`src/rtl/axi2mem_tcdm_wr_pipe.sv`:
```
// axi2mem_tcdm_wr_pipe: pairs command-queue beats with RX data beats, buffers the
// pairs in a 2-entry skid FIFO and issues TCDM write requests from the FIFO head.
// A one-cycle synch pulse reports the id of each completed burst.
// Optional macro AXI2MEM_WR_RESP_WAIT_EN: track outstanding granted writes and hold
// the burst-complete pulse (and the next burst) until every write response is back.
module axi2mem_tcdm_wr_pipe #(
   parameter int unsigned ADDR_WIDTH      = 32,
   parameter int unsigned DATA_WIDTH      = 32,
   parameter int unsigned ID_WIDTH        = 6,
   parameter int unsigned MAX_OUTSTANDING = 4
) (
   input  logic                      clk_i,
   input  logic                      rst_ni,
   input  logic [ID_WIDTH-1:0]       trans_id_i,
   input  logic [ADDR_WIDTH-1:0]     trans_add_i,
   input  logic                      trans_last_i,
   input  logic                      trans_req_i,
   output logic                      trans_gnt_o,
   input  logic [DATA_WIDTH-1:0]     data_dat_i,
   input  logic [DATA_WIDTH/8-1:0]   data_strb_i,
   input  logic                      data_gnt_i,
   output logic                      data_req_o,
   output logic                      synch_req_o,
   output logic [ID_WIDTH-1:0]       synch_id_o,
   output logic                      tcdm_req_o,
   output logic [ADDR_WIDTH-1:0]     tcdm_add_o,
   output logic                      tcdm_we_o,
   output logic [DATA_WIDTH-1:0]     tcdm_wdata_o,
   output logic [DATA_WIDTH/8-1:0]   tcdm_be_o,
   input  logic                      tcdm_gnt_i,
   input  logic [DATA_WIDTH-1:0]     tcdm_r_rdata_i,
   input  logic                      tcdm_r_valid_i
);

   typedef struct packed {
      logic [ADDR_WIDTH-1:0]   add;
      logic [DATA_WIDTH-1:0]   dat;
      logic [DATA_WIDTH/8-1:0] strb;
      logic [ID_WIDTH-1:0]     id;
      logic                    last;
   } entry_t;

   entry_t              mem_q [2];
   entry_t              mem_d [2];
   logic                wr_ptr_q, wr_ptr_d;
   logic                rd_ptr_q, rd_ptr_d;
   logic [1:0]          cnt_q, cnt_d;
   logic                synch_q, synch_d;
   logic [ID_WIDTH-1:0] synch_id_q, synch_id_d;

   entry_t head;
   logic   head_vld;
   logic   head_wr;
   logic   issue_ok;
   logic   push;
   logic   pop;

   assign head     = mem_q[rd_ptr_q];
   assign head_vld = (cnt_q != 2'd0);
   assign head_wr  = |head.strb;

`ifdef AXI2MEM_WR_RESP_WAIT_EN
   localparam int unsigned CNT_WIDTH = $clog2(MAX_OUTSTANDING + 1);

   logic [CNT_WIDTH-1:0] out_cnt_q, out_cnt_d;
   logic                 pend_q, pend_d;
   logic [ID_WIDTH-1:0]  pend_id_q, pend_id_d;
   logic                 rsp;

   // Outstanding counter, pending-burst tracking and synch generation
   always_comb begin
      rsp        = tcdm_r_valid_i & (out_cnt_q != '0);
      issue_ok   = ~pend_q & ((out_cnt_q != CNT_WIDTH'(MAX_OUTSTANDING)) | rsp);
      out_cnt_d  = out_cnt_q + CNT_WIDTH'(tcdm_req_o & tcdm_gnt_i) - CNT_WIDTH'(rsp);
      pend_d     = pend_q;
      pend_id_d  = pend_id_q;
      synch_d    = 1'b0;
      synch_id_d = '0;
      if (pend_q && out_cnt_d == '0) begin
         synch_d    = 1'b1;
         synch_id_d = pend_id_q;
         pend_d     = 1'b0;
      end else if (pop && head.last) begin
         if (out_cnt_d == '0) begin
            synch_d    = 1'b1;
            synch_id_d = head.id;
         end else begin
            pend_d    = 1'b1;
            pend_id_d = head.id;
         end
      end
   end

   // Response-wait state registers
   always_ff @(posedge clk_i or negedge rst_ni) begin
      if (!rst_ni) begin
         out_cnt_q <= '0;
         pend_q    <= 1'b0;
         pend_id_q <= '0;
      end else begin
         out_cnt_q <= out_cnt_d;
         pend_q    <= pend_d;
         pend_id_q <= pend_id_d;
      end
   end

   logic unused_ok_c;
   assign unused_ok_c = ^tcdm_r_rdata_i;
`else
   // Synch follows the pop of a last beat directly; responses are not tracked
   always_comb begin
      issue_ok   = 1'b1;
      synch_d    = pop & head.last;
      synch_id_d = (pop & head.last) ? head.id : '0;
   end

   logic unused_ok_c;
   assign unused_ok_c = ^{tcdm_r_rdata_i, tcdm_r_valid_i, 1'(MAX_OUTSTANDING)};
`endif

   // Issue, pop and push handshakes; zero-strobe beats drain without a request
   always_comb begin
      tcdm_req_o  = head_vld & head_wr & issue_ok;
      pop         = head_vld & (head_wr ? (tcdm_req_o & tcdm_gnt_i) : issue_ok);
      push        = trans_req_i & data_gnt_i & ((cnt_q != 2'd2) | pop);
      trans_gnt_o = push;
      data_req_o  = push;
   end

   // TCDM payload from the head entry, zero when the FIFO is empty
   always_comb begin
      tcdm_we_o    = 1'b0;
      tcdm_add_o   = '0;
      tcdm_wdata_o = '0;
      tcdm_be_o    = '0;
      if (head_vld) begin
         tcdm_add_o   = head.add;
         tcdm_wdata_o = head.dat;
         tcdm_be_o    = head.strb;
      end
   end

   // FIFO next state
   always_comb begin
      mem_d    = mem_q;
      wr_ptr_d = wr_ptr_q;
      rd_ptr_d = rd_ptr_q;
      if (push) begin
         mem_d[wr_ptr_q] = '{add: trans_add_i, dat: data_dat_i, strb: data_strb_i,
                             id: trans_id_i, last: trans_last_i};
         wr_ptr_d        = ~wr_ptr_q;
      end
      if (pop) rd_ptr_d = ~rd_ptr_q;
      cnt_d = cnt_q + 2'(push) - 2'(pop);
   end

   // FIFO and synch registers
   always_ff @(posedge clk_i or negedge rst_ni) begin
      if (!rst_ni) begin
         mem_q      <= '{default: '0};
         wr_ptr_q   <= 1'b0;
         rd_ptr_q   <= 1'b0;
         cnt_q      <= 2'd0;
         synch_q    <= 1'b0;
         synch_id_q <= '0;
      end else begin
         mem_q      <= mem_d;
         wr_ptr_q   <= wr_ptr_d;
         rd_ptr_q   <= rd_ptr_d;
         cnt_q      <= cnt_d;
         synch_q    <= synch_d;
         synch_id_q <= synch_id_d;
      end
   end

   assign synch_req_o = synch_q;
   assign synch_id_o  = synch_id_q;

endmodule
```
`config.mk`:
```
export PLATFORM = sky130hd
export DESIGN_NAME = axi2mem_tcdm_wr_pipe
export DESIGN_NICKNAME = d
export VERILOG_FILES = /design/src/rtl/axi2mem_tcdm_wr_pipe.sv
export SDC_FILE = /design/constraint.sdc
export NUM_CORES = 1
export LEC_CHECK = 0
export ABC_AREA = 0
export BUFFER_PORTS_ARGS = -buffer_cell sky130_fd_sc_hd__buf_2
export CAP_MARGIN = 20
export CORE_ASPECT_RATIO = 0.75
export CORE_MARGIN = 1.5
export CORE_UTILIZATION = 40
export DETAILED_ROUTE_END_ITERATION = 16
export GPL_ROUTABILITY_DRIVEN = 0
export HOLD_SLACK_MARGIN = 0.15
export REMOVE_ABC_BUFFERS = 1
export SYNTH_ARGS = -nofsm -noshare
export SYNTH_HDL_FRONTEND = slang
export SYNTH_SLANG_ARGS = --single-unit
```
`constraint.sdc`:
```
create_clock -name clk_i -period 2.7 [get_ports clk_i]
set_clock_uncertainty 0.1 [all_clocks]
set_input_delay 0.54 -clock clk_i [delete_from_list [all_inputs] [get_ports clk_i]]
set_output_delay 0.54 -clock clk_i [all_outputs]
set_load 0.005 [all_outputs]
```
; Yosys cells after proc, flatten, opt, wreduce, memory -nomap -nowiden
; Index checks and enable logic that the tools add are counted.
[totals]
regBits = 161
inputBits = 113
output_inout_bits = 79
wordCells = 46
[op_classes]
magnitude_cmp = 3
mux = 11
n_reduce_logical = 3
add_sub_neg = 2
bitwise = 11
eq_ne = 1
[ops]
columns = op, count
row1 = two-way mux 75 bit, 4
row2 = bitwise mux 150 bit, 1
row3 = demux 75 bit (select 1 bit), 1
row4 = two-way mux 32 bit, 2
row5 = bitwise AND 1 bit, 6
row6 = two-way mux 6 bit, 1
row7 = greater-or-equal comparator 2 bit (second input constant), 2
row8 = two-way mux 4 bit, 1
row9 = inverter 1 -> 2 bit, 2
row10 = OR reduction 4 bit, 1
row11 = adder 2 x 1 -> 2 bit, 1
row12 = less-than comparator 2 x 1 -> 1 bit (second input constant), 1
row13 = inequality test 2 bit (second input constant), 1
row14 = inverter 1 bit, 2
row15 = nonzero test 2 bit, 1
row16 = subtractor 2 x 1 -> 2 bit, 1
row17 = logical AND 1 bit, 1
row18 = two-way mux 1 bit, 1
row19 = bitwise OR 1 bit, 1

; Logic depth before layout (Yosys ltp)
[depth]
depth_word = 13
depth_mapped = 7

; Least setup slack after synthesis
; No wires, ideal clock.
[synth_path]
kind = flip-flop to output port
start = reg rd_ptr_q
end = out tcdm_add_o[20]
stages_incl_launch_ff = 6
t_arrival_ns = 1.502
path_buffers = 3
setup_slack_ns = 0.558
cell_sequence = dfrtp_1 > clkbuf_1 > clkbuf_1 > buf_2 > mux2i_1 > nor2_1
[synth_between]
elab_chain_cells = 5
[synth_rtl]
columns = item, line
row1 = from (decl), 46  ; logic rd_ptr_q, rd_ptr_d;
row2 = from (signal assigned), 169  ; rd_ptr_q <= rd_ptr_d;
row3 = inverter 1 -> 2 bit (not written as such), 58  ; assign head = mem_q[rd_ptr_q];
row4 = two-way mux 75 bit (not written as such) (3 in series), 58
row5 = two-way mux 32 bit, 136  ; if (head_vld) begin
row6 = to (decl), 26  ; output logic [ADDR_WIDTH-1:0] tcdm_add_o,
; No other way between the ends. The select of a mux whose other input is x is not followed.

; Worst setup path after layout
[layout_path]
start = reg mem_q[7] (netlist name)
end = out data_req_o
[layout_between]
elab_chain_cells = 10
[layout_rtl]
columns = item, line
row1 = from (decl), 43  ; entry_t mem_q [2];
row2 = from (signal assigned), 167  ; mem_q <= mem_d;
row3 = two-way mux 75 bit (not written as such) (*) (3 in series), 58
row4 = OR reduction 4 bit (*), 60  ; assign head_wr = |head.strb;
row5 = bitwise AND 1 bit, 123  ; tcdm_req_o = head_vld & head_wr & issue_ok;
row6 = bitwise AND 1 bit, 124  ; pop = head_vld & (head_wr ? (tcdm_req_o & tcdm_gnt_i) : issue_ok);
row7 = two-way mux 1 bit (*), 124
row8 = bitwise AND 1 bit (*), 124
row9 = bitwise OR 1 bit (*), 125  ; push = trans_req_i & data_gnt_i & ((cnt_q != 2'd2) | pop);
row10 = bitwise AND 1 bit (*), 125
row11 = to (decl), 22  ; output logic data_req_o,
; Mark *: on every way between the ends. The rest lies on a longest branch, timed or not. The select of a mux whose other input is x is not followed.

==> run_results.csv <==
group,metric,value,unit
drt,drt_first_pass_iters,4,
synth,ys_seq_area_share,56.4,%
critical_path,r2r-start,"mem_q[7]",
synth,yosysWarnings,0,
critical_path,cp_max_fo,4,
global_route,grt_max_degree,91,
clock_network,cts_tree,"yes",
global_route,grt_use_met2,26.6,%
hold_path,hold_path_class,"input port to register",
synth,synthTopCellsByCount,"dfrtp_1, mux2_1, nor2_1",
critical_path,crit_family,"simple AND/OR/NAND/NOR gates",
drt,routed_wl,15000,um
critical_path,cp_cell_sequence,"nor4_2 > mux2i_2 > a21oi_2 > buf_2",
critical_path,max_stage_delay,0.43,ns
sta,setup-tns-final,0,ns
placed_design,port_buffers,157,
drt,via_per_inst,4.87,
synth,yosysMostFrequentCell,"dfrtp_1",
global_route,grt_pass1_vias,4819,
synth,mappedNetlistArea,7150,um2
synth,netlist-cell-type-count,25,
flow_run,cap_violations,0,
synth,synth_area_leader_cell,"dfrtp_1",
global_route,grt.busiest_layer,"met2",
synth,yosys-top-cells-area,"dfrtp_1, mux2_1, mux2_2",
clock_network,cts_setup_buffers,0,
pwr,leakagePower,4.16,nW
floorplanning,ios,192,
clock_network,cts.clk_slew.worst_paths,0.06,ns
clock_network,cts_buffers,17,
critical_path,worstSetupPathType,"register to output port",
drt,drtIter0Drc,172,
sta,fin_crit_sh,94.5,%
drt,detail_route.wl_per_cell,16.2,um
synth,synth_top_area_share,56.4,%
clock_network,cts_max_path_buffers,2,
critical_path,arrival,1.91,ns
sta,fmax,392,MHz
drt,route.detailed.drc,0,
sta,whs,0.247,ns
global_route,grt_pass1_wl,24800,um
global_route,antenna_found_initial,3,
clock_network,clock_latency,0.42,ns
clock_network,h-tree-depth,4,
synth,synth_ff_type,"dfrtp_1",
hold_path,worstHoldStart,"trans_id_i[3]",
finish,stdcell_count,931,
global_route,use_met3,7.33,%
critical_path,required,2.06,ns
finish,fin_util,50.5,%
floorplanning,die_area,18700,um2
placed_design,dp.cells,898,
drt,via_count,4533,
critical_path,critPathBufInv,1,
finish,final_area,8860,um2
sta,slew_headroom,54.4,%
critical_path,crit_slowest_cell,"nor4_2",
critical_path,crit_start,"mem_q[7]",
clock_network,cts_sinks,161,
clock_network,cts-root-buf,"clkbuf_16",
synth,ys_ff_latch,161,
global_route,grt_overflow,0,
sta,setup_ws,0.148,ns
placed_design,dp.final_hpwl,9930,um
placed_design,pre_cts_ws,0.284,ns
synth,synth-async-reset-ratio,100,%
global_route,use_met1,22.2,%
sta,final_hold_viol_count,0,
sta,final-setup-viol-count,0,
sta,worst_pin_slew,0.685,ns
finish,syn_to_final_growth,23.9,%
pwr,power_density,1240,nW/um2
finish,fin_nets,790,
critical_path,start_kind,"register",
placed_design,place_area,8260,um2
pwr,p_total,11.0,mW
floorplanning,die_h,119,um
synth,synth-edff-count,0,
floorplanning,core-area,17600,um2
synth,syn_area_per_cell,13.7,um2
drt,postRouteAntennaNets,0,
sta,slew_viol_final,0,
finish,drive_gt1_share,39.6,%
floorplanning,start_util,40.7,%
pwr,vdd_drop_max,0.697,mV
floorplanning,num_rows,42,
sta,rsz0062_at_grt,"false",
outcome,status,"complete, no violations",
floorplanning,die_w,157,um
sta,fin_crit,2.55,ns
global_route,grt_use_total,17.3,%
synth,syn-instance-count,522,
critical_path,end_kind,"output port",
repair_timing:
| item | in CTS | in global routing |
|---|---|---|
| cloned | 0 | 0 |
| hold buffers | 1 | 0 |
| hold endpoints to repair | 161 | 0 |
| endpoints found under the setup margin | 2 | 2 |
| resized for setup | 1 | 2 |
area by class of cell:
cell class,instances,area [um2]
antenna,2,5.00
clock buffer,21,450
clock inverter,9,111
fill,1567,8700
inverter,2,7.51
multi-input combinational,325,2950
sequential,161,4030
tap,242,303
timing repair buffer,169,997
cell usage in the layout (no fill, tap or decap), types with 3 or more instances in the layout:
| master | n |
|---|---|
| dfrtp_1 | 160 |
| clkinv_4 | 3 |
| mux2_2 | 69 |
| nor2_1 | 78 |
| clkbuf_16 | 17 |
| mux2i_1 | 74 |
| buf_12 | 9 |
| clkbuf_1 | 3 |
| mux2_1 | 83 |
| buf_2 | 156 |
| xnor2_1 | 3 |
final timing paths:
| kind | slack [ns] | end | cells past startpoint |
|---|---|---|---|
| setup / recovery | 0.15 | data_req_o | 4 |
| hold reg to reg | 0.38 | mem_q[125] | 1 |
| hold / removal | 0.25 | mem_q[79] | 2 |
| min in group asynchronous | 0.59 | mem_q[59] | 3 |
| setup reg to reg | 0.31 | mem_q[139] | 5 |
| max in group asynchronous | 1.48 | mem_q[129] | 3 |
power by group:
group / switching (mW) / internal (mW)
Combinational: 2.06 / 2.33
Clock: 0.932 / 1.38
Sequential: 0.642 / 3.64
Total: 3.64 / 7.35
logic make-up after synthesis:
family / after synthesis / share of synthesized area (%)
xor gates and xnor gates: 4 / 0.490
buffers and inverters: 36 / 2.99
DFF: 161 / 56.4
adders and majority gates: 1 / 0.175
AOI/OAI and AO/OA: 8 / 0.770
muxes: 227 / 34.4
and+or+nand+nor: 84 / 4.73
other: 1 / 0.0525
per-layer routing:
layer	up-vias	routed length (um)
li1	2115	-
met1	2276	6770
met2	121	6830
met3	19	1240
met4	2	192
met5	-	13
registers in the layout, summed over array words and instances (netlist names):
register / cells
synch_req_o: 1
wr_ptr_q: 1
synch_id_o: 6
mem_q: 150
rd_ptr_q: 1
cnt_q: 2
No activity file was read; power rests on OpenSTA's default activity.
